**config.mk**
```make
export PLATFORM = sky130hd
export DESIGN_NAME = prog_loader
export DESIGN_NICKNAME = d
export VERILOG_FILES = /design/src/rtl/prog_loader.sv
export SDC_FILE = /design/constraint.sdc
export NUM_CORES = 1
export LEC_CHECK = 0
export CAP_MARGIN = 20
export CELL_PAD_IN_SITES_DETAIL_PLACEMENT = 0
export CELL_PAD_IN_SITES_GLOBAL_PLACEMENT = 1
export CORE_AREA = 10 10 133 135
export CTS_CLUSTER_DIAMETER = 150
export DETAILED_ROUTE_END_ITERATION = 10
export DIE_AREA = 0 0 143 145
export PLACE_DENSITY = 0.87
export SYNTH_ARGS = -nofsm -noshare
export SYNTH_HDL_FRONTEND = slang
export SYNTH_SLANG_ARGS = --single-unit
```
**constraint.sdc**
```tcl
create_clock -name clk -period 2.1 [get_ports clk]
set_input_delay 0.63 -clock clk [delete_from_list [all_inputs] [get_ports clk]]
set_output_delay 0.63 -clock clk [all_outputs]
set_load 0.01 [all_outputs]
```
**src/rtl/prog_loader.sv**
```systemverilog
// prog_loader: receives a program over a byte stream, writes it into
// instruction memory one 32-bit word at a time, verifies an XOR checksum
// and then releases the core from reset.
//
// Stream: length N (16 bits, low byte first), N*4 data bytes (each word
// little-endian), one checksum byte (XOR of all data bytes).
//
// Ports
//   clk        : clock, all state changes on rising edge
//   rst        : synchronous active-low reset
//   start      : request a (re)load; honoured in IDLE, RUN and ERR only
//   byte_valid : byte_data carries a byte
//   byte_data  : program byte stream
//   byte_ready : loader takes a byte this cycle (valid & ready = transfer)
//   imem_we    : one-cycle write strobe per assembled word
//   imem_addr  : byte address of the word (word index * 4)
//   imem_wdata : assembled instruction word
//   core_rst   : active-low core reset, released only in RUN
//   done       : load finished with a matching checksum
//   error      : load aborted (bad length, bad checksum or timeout)
module prog_loader #(
  parameter int MAX_WORDS   = 1024,
  parameter int TIMEOUT_CYC = 100000
) (
  input  logic        clk,
  input  logic        rst,
  input  logic        start,
  input  logic        byte_valid,
  input  logic [7:0]  byte_data,
  output logic        byte_ready,
  output logic        imem_we,
  output logic [31:0] imem_addr,
  output logic [31:0] imem_wdata,
  output logic        core_rst,
  output logic        done,
  output logic        error
);

  localparam int WIDX_W = $clog2(MAX_WORDS + 1);
  localparam int TO_W   = $clog2(TIMEOUT_CYC + 1);

  localparam logic [2:0] IDLE  = 3'd0;
  localparam logic [2:0] LEN0  = 3'd1;
  localparam logic [2:0] LEN1  = 3'd2;
  localparam logic [2:0] DATA  = 3'd3;
  localparam logic [2:0] WRITE = 3'd4;
  localparam logic [2:0] CSUM  = 3'd5;
  localparam logic [2:0] RUN   = 3'd6;
  localparam logic [2:0] ERR   = 3'd7;

  logic [2:0]        state_reg, state_next;
  logic [15:0]       len_reg;
  logic [WIDX_W-1:0] word_index_reg;
  logic [1:0]        byte_cnt_reg;
  logic [23:0]       word_reg;      // lower three bytes; the fourth goes straight to imem_wdata
  logic [7:0]        csum_reg;
  logic [TO_W-1:0]   timeout_reg;

  logic        waiting;
  logic        timed_out;
  logic        accept;
  logic        start_load;
  logic [15:0] len_full;
  logic        len_bad;
  logic        last_word;

  // States in which the loader is waiting on the byte stream.
  assign waiting = (state_reg == LEN0) || (state_reg == LEN1) ||
                   (state_reg == DATA) || (state_reg == CSUM);
  assign timed_out = (timeout_reg == TO_W'(TIMEOUT_CYC));

  // Once the timeout has fired the pending byte is refused, so the abort
  // never swallows a byte.
  assign byte_ready = waiting && !timed_out;
  assign accept     = byte_ready && byte_valid;
  assign start_load = start && ((state_reg == IDLE) || (state_reg == RUN) ||
                                (state_reg == ERR));

  assign len_full  = {byte_data, len_reg[7:0]};
  assign len_bad   = (len_full == 16'd0) || ({16'd0, len_full} > 32'(MAX_WORDS));
  assign last_word = ((32'(word_index_reg) + 32'd1) == {16'd0, len_reg});

  assign imem_we  = (state_reg == WRITE);
  assign core_rst = (state_reg == RUN);
  assign done     = (state_reg == RUN);
  assign error    = (state_reg == ERR);

  always_comb begin
    state_next = state_reg;
    case (state_reg)
      IDLE: if (start) state_next = LEN0;
      LEN0: begin
        if (timed_out)   state_next = ERR;
        else if (accept) state_next = LEN1;
      end
      LEN1: begin
        if (timed_out)   state_next = ERR;
        else if (accept) state_next = len_bad ? ERR : DATA;
      end
      DATA: begin
        if (timed_out)                          state_next = ERR;
        else if (accept && byte_cnt_reg == 2'd3) state_next = WRITE;
      end
      WRITE: state_next = last_word ? CSUM : DATA;
      CSUM: begin
        if (timed_out)   state_next = ERR;
        else if (accept) state_next = (byte_data == csum_reg) ? RUN : ERR;
      end
      RUN, ERR: if (start) state_next = LEN0;
      default: state_next = IDLE;
    endcase
  end

  always_ff @(posedge clk) begin
    if (!rst) begin
      state_reg      <= IDLE;
      len_reg        <= '0;
      word_index_reg <= '0;
      byte_cnt_reg   <= '0;
      csum_reg       <= '0;
      timeout_reg    <= '0;
      imem_addr      <= '0;
      imem_wdata     <= '0;
    end else begin
      state_reg <= state_next;

      if (start_load || accept)
        timeout_reg <= '0;
      else if (waiting && !timed_out)
        timeout_reg <= timeout_reg + TO_W'(1);

      if (start_load) begin
        word_index_reg <= '0;
        byte_cnt_reg   <= '0;
        csum_reg       <= '0;
      end

      if (accept && state_reg == LEN0) len_reg[7:0]  <= byte_data;
      if (accept && state_reg == LEN1) len_reg[15:8] <= byte_data;

      if (accept && state_reg == DATA) begin
        csum_reg     <= csum_reg ^ byte_data;
        byte_cnt_reg <= byte_cnt_reg + 2'd1;
        // Fourth byte: present the complete word for the WRITE cycle.
        if (byte_cnt_reg == 2'd3) begin
          imem_wdata <= {byte_data, word_reg};
          imem_addr  <= 32'(word_index_reg) << 2;
        end
      end

      if (state_reg == WRITE)
        word_index_reg <= word_index_reg + WIDX_W'(1);
    end
  end

  // Byte lanes 0..2 of the word being assembled, first byte in lane 0.
  for (genvar gi = 0; gi < 3; gi++) begin : g_lane
    always_ff @(posedge clk) begin
      if (!rst)
        word_reg[gi*8 +: 8] <= '0;
      else if (accept && state_reg == DATA && byte_cnt_reg == 2'(gi))
        word_reg[gi*8 +: 8] <= byte_data;
    end
  end

endmodule
```
; Word level (Yosys, flattened, before mapping)
; Cells that the tools add are included.
; Widths: inputs -> output; s select.
[word_totals]
elab_cells = 83
inputBits = 12
regBits = 124
[classes]
mux = 19
reduce_logical = 27
order_cmp = 1
eq_ne = 18
add_sub_neg = 4
bitwise_logic = 2
[op_table]
columns = operator, count
row1 = $mux 3, 11
row2 = $mux 11, 2
row3 = $pmux 3 s6, 1
row4 = $add 17x1->17 const B, 1
row5 = $eq 17x17->1 const B, 1
row6 = $eq 12x16->1, 1
row7 = $gt 16x11->1 const B, 1
row8 = $logic_not 16->1, 1
row9 = $mux 8, 2
row10 = $add 11x1->12 const B, 1
row11 = $eq 3x3->1 const B, 4
row12 = $ne 3x3->1 const B, 4
row13 = $add 11x1->11 const B, 1
row14 = $logic_and 1x1->1, 10
row15 = $eq 8x8->1, 1
row16 = $xor 8x8->8, 1
row17 = $logic_or 1x1->1, 7
row18 = $eq 3x2->1 const B, 2
row19 = $reduce_and 5->1, 1
row20 = $eq 2x2->1 const B, 2
row21 = $mux 2, 2
row22 = $reduce_bool 2->1, 2
row23 = $eq 3x1->1 const B, 1
row24 = $logic_not 3->1, 1
row25 = other kinds (10), 10

; Longest topological paths before layout
[depth]
word_depth = 10
mapped_depth = 10
mapped_depth_nobuf = 8

; Worst setup path after synthesis
; No wires, ideal clock.
[synth_path]
path_type = reg-to-reg
start = reg word_index_reg[0]
end = reg state_reg[1]
required_ns = 1.984
path_slack_ns = 0.173
n_path_buf = 1
synth_period_minus_slack_ns = 1.927
arrival_time_ns = 1.811
stages_incl_launch_ff = 8
cell_sequence = dfxtp_1 > buf_4 > and4_4 > a21boi_2 > or4b_1 > a311oi_1 > nand4_1 > o211a_1
[synth_via]
elab_chain_cells = 4
[synth_rtl]
columns = item, line
row1 = start: declaration, 53  ; logic [WIDX_W-1:0] word_index_reg;
row2 = start signal: assignment, 152  ; word_index_reg <= word_index_reg + WIDX_W'(1);
row3 = $add 11x1->12, 81  ; assign last_word = ((32'(word_index_reg) + 32'd1) == {16'd0, len_reg});
row4 = $eq 12x16->1, 81
row5 = $mux 3, 104  ; WRITE: state_next = last_word ? CSUM : DATA;
row6 = $pmux 3 s6, 90  ; case (state_reg)
row7 = end signal: assignment, 125  ; state_reg <= state_next;
row8 = end: declaration, 51  ; logic [2:0] state_reg, state_next;
; No other way between the ends.
; A chain may end at the register's enable or synchronous reset.

; Final worst setup path
[layout_path]
start = reg timeout_reg[0]
end = out byte_ready
[layout_via]
elab_chain_cells = 3
[layout_rtl]
columns = item, line
row1 = start: declaration, 57  ; logic [TO_W-1:0] timeout_reg;
row2 = start signal: assignment, 130  ; timeout_reg <= timeout_reg + TO_W'(1);
row3 = $eq 17x17->1, 70  ; assign timed_out = (timeout_reg == TO_W'(TIMEOUT_CYC));
row4 = $logic_not 1->1, 74  ; assign byte_ready = waiting && !timed_out;
row5 = $logic_and 1x1->1, 74
row6 = end: declaration, 30  ; output logic byte_ready,
; No other way between the ends.

==> run summary <==
Run status - finished, violations left
Failing checks - setup timing
Final WL - 15400 um
Top cells by count, synth - 135 x nand2_1, 124 x dfxtp_1, 73 x a21boi_1, 53 x nor2_1, 39 x nand3_1
CTS Buf Count - 17
Drt wl/cell - 14.8 um
Clock tree from TritonCTS - built
Vias in the first global route - 5135
Clk network pwr share - 0.402
Crit path cell chain - inv_2 -> ha_4 -> and4bb_2 -> nand4_2 -> and2_4 -> buf_6
Worst r2r src - word_index_reg[0]$_SDFFE_PN0P_
Max-cap viol count - 0
Drt pass-1 iters - 4
Seq/Total Area, Yosys - 0.413
Top-area cell type share of the netlist area - 0.413
LEAKAGE - 0.00303 uW
Final WS setup - -0.0715 ns
R2R depth - 6
Root Driver - clkbuf_16
Final worst path period share - 1.03
Clock latency on the worst-skew pair - 0.41 ns
Cts hold-fix bufs - 0
Comb power frac - 0.237
Final clock skew - 0.00689 ns
Initial Util - 0.400
Fin. Hold Viols - 0
Core area - 15000 um2
Final RePlAce weighted congestion - 0.828
Via density - 5.01
Global route overflow - 0
Crit-path max cell delay - 0.32 ns
Crit path capture - byte_ready
Largest fanout on the critical path - 2
FF-to-FF End - state_reg[1]$_SDFFE_PN0P_
Main flop type after synthesis - dfxtp_1
Int Pwr - 5050 uW
Antenna Nets Post-Route - 0
Number of flops mapped to enable cells by yosys - 0
Largest cells by area after synthesis - dfxtp_1 41%, a21boi_1 9.1%, nand2_1 8.4%
Fillers - 1431
Worst path required time - 1.47 ns
First-pass GRT wire length - 25300 um
Clk pin slew, worst setup/hold paths - 0.05 ns
Post-Place Setup Slack - -0.280 ns
Synth warn - 0
Crit path launch - timeout_reg[0]$_SDFFE_PP0N_
Count leader, synth - nand2_1
Max FFs per register - 32
DR DRC count - 0
DR vias - 5197
CP top delay family - simple AND/OR/NAND/NOR gates
Hold_sp - imem_addr[2]$_SDFFE_PN0P_
Setup CP Type - flop to output port
Tightest hold margin - 0.448 ns
Synth-to-Final Area Change - 31.7%
Arrival time at the worst endpoint - 1.54 ns
Largest net degree at the start of global routing - 53
HP Class - flop to flop
Switch share - 0.287
Synth area leader - dfxtp_1
R2r setup slk - 0.06 ns
Ports - 81
Clock sink total - 124
Die X-Extent - 143 um
Number of H-tree levels - 4
Buffers on Ports - 59
Layout Nets - 857
N_diodes - 0
Initial antenna violation count - 0
Mapped Area - 6010 um2
Die H - 145 um
Synth unique cells - 62
Max Clk Rate - 461 MHz
Peak VDD IR - 0.567 mV
Buffers and inverters on the worst path - 2
#FFs+latches synth - 124
PwrDens - 894 nW/um2
Minimum clock period - 2.17 ns
# setup viols final - 1
Row Count - 45
Startpoint types - flop
Mean Syn Cell Area - 8.28 um2
Fin. max-slew vios - 0
P_sw - 2030 uW
RSZ-0062 raised after global routing - true
CTS Buffer Depth - 2
Share of cells above drive strength 1 - 0.182
Syn Inst Count - 726
Initial DRC Count - 248
Setup crit end kind - output port
Crit. path cell count - 6
Overall Global Routing Usage - 0.149
Slowest-stage cell, CP - dfxtp_2
Die area - 20700 um2
Ys async rst share - 0
Post-DP HPWL - 10600 um
Sequential power share - 0.361
[tightest hold or removal path, cell delays in order (launching register included)]
cell and delay (ns):
dfxtp_1 0.30, nand2_1 0.05, a21boi_1 0.05
[cell families (layout without fill, tap and decap cells)]
logic type | Yosys count | after routing | synth area share
xor+xnor | 38 | 38 | 0.0553
simple gates | 319 | 319 | 0.259
buf+inv | 86 | 190 | 0.0716
mux | 16 | 16 | 0.0266
other cells | 1 | 21 | 0.000623
flops | 124 | 124 | 0.413
compound gates | 135 | 135 | 0.159
fa+ha+maj | 7 | 7 | 0.0146
[stage by stage]
step	cell area, um2	total power, uW	setup TNS [ns]	cells	util
after CTS	7820	7070	-0.125	1037	0.520
after detailed placement	7230	4200	-16.96	1006	0.481
final	7920	7080	-0.0715	1038	0.527
after floorplan	6090	3590	0	746	-
after global placement	7230	4180	-12.96	1006	0.481
after global routing	7920	7440	-0.150	1038	0.527
[cell type report]
| class | count | area, um2 | share of cell area |
|---|---|---|---|
| timing repair buffer | 147 | 1310 | 0.165 |
| clock inverter | 10 | 118 | 0.0149 |
| sequential | 124 | 2490 | 0.314 |
| tap | 188 | 235 | 0.0297 |
| inverter | 12 | 45.0 | 0.00569 |
| multi-input combinational | 536 | 3260 | 0.412 |
| clock buffer | 21 | 460 | 0.0581 |
[worst min path at each step]
stage / slack [ns] / to / cells after the start
global route: 0.47 / imem_wdata[9]$_SDFFE_PN0P_ / 2
floorplan: 0.43 / imem_wdata[0]$_SDFFE_PN0P_ / 2
finish: 0.45 / imem_addr[2]$_SDFFE_PN0P_ / 2
detailed placement: 0.44 / imem_addr[10]$_SDFFE_PN0P_ / 2
CTS: 0.45 / imem_addr[2]$_SDFFE_PN0P_ / 2
global placement: 0.44 / imem_wdata[25]$_SDFFE_PN0P_ / 2
[layout by cell type, fill, tap and decap left out, types with 3 or more instances in the layout]
cell type        instances
ha_1                     5
clkinv_4                 4
clkdlybuf4s50_1         53
o21ai_0                 16
dfxtp_1                119
a21boi_1                73
or3_1                    4
nor2b_1                 19
buf_12                   4
nand2_2                  6
clkinv_2                 3
clkbuf_16               18
a21boi_0                 9
nand2_1                130
xnor2_1                 21
a21oi_1                 11
o21ai_1                  5
inv_2                    3
nand2b_1                 3
nor4_1                   8
nand3_1                 37
xor2_1                  16
dfxtp_2                  5
conb_1                  21
nor2_1                  51
nand3b_1                 9
mux2i_1                 16
and2_1                   5
and3_1                   5
nor3_1                   9
inv_1                    8
buf_4                   82
nand4_1                  9
[routing by layer]
| layer | up-vias | global-route usage | wire length (um) |
|---|---|---|---|
| met2 | 93 | 0.248 | 7680 |
| li1 | 2636 | - | - |
| met3 | 10 | 0.0398 | 719 |
| met4 | 0 | 0.0506 | 168 |
| met5 | - | 0 | 0 |
| met1 | 2458 | 0.179 | 6800 |
[power by group through the flow]
stage / registers (uW) / clock network [uW] / logic, uW
finish: 2560 / 2850 / 1680
global route: 2570 / 3010 / 1860
global placement: 2590 / 0 / 1590
floorplan: 2570 / 0 / 1010
CTS: 2550 / 2910 / 1610
detailed placement: 2590 / 0 / 1610
[repair_timing]
item,CTS,global route
resized for setup,20,22
setup buffers,0,0
cloned,0,1
pin swaps,2,6
endpoints found under the setup margin,7,93
No activity file was read; power rests on OpenSTA's default activity.
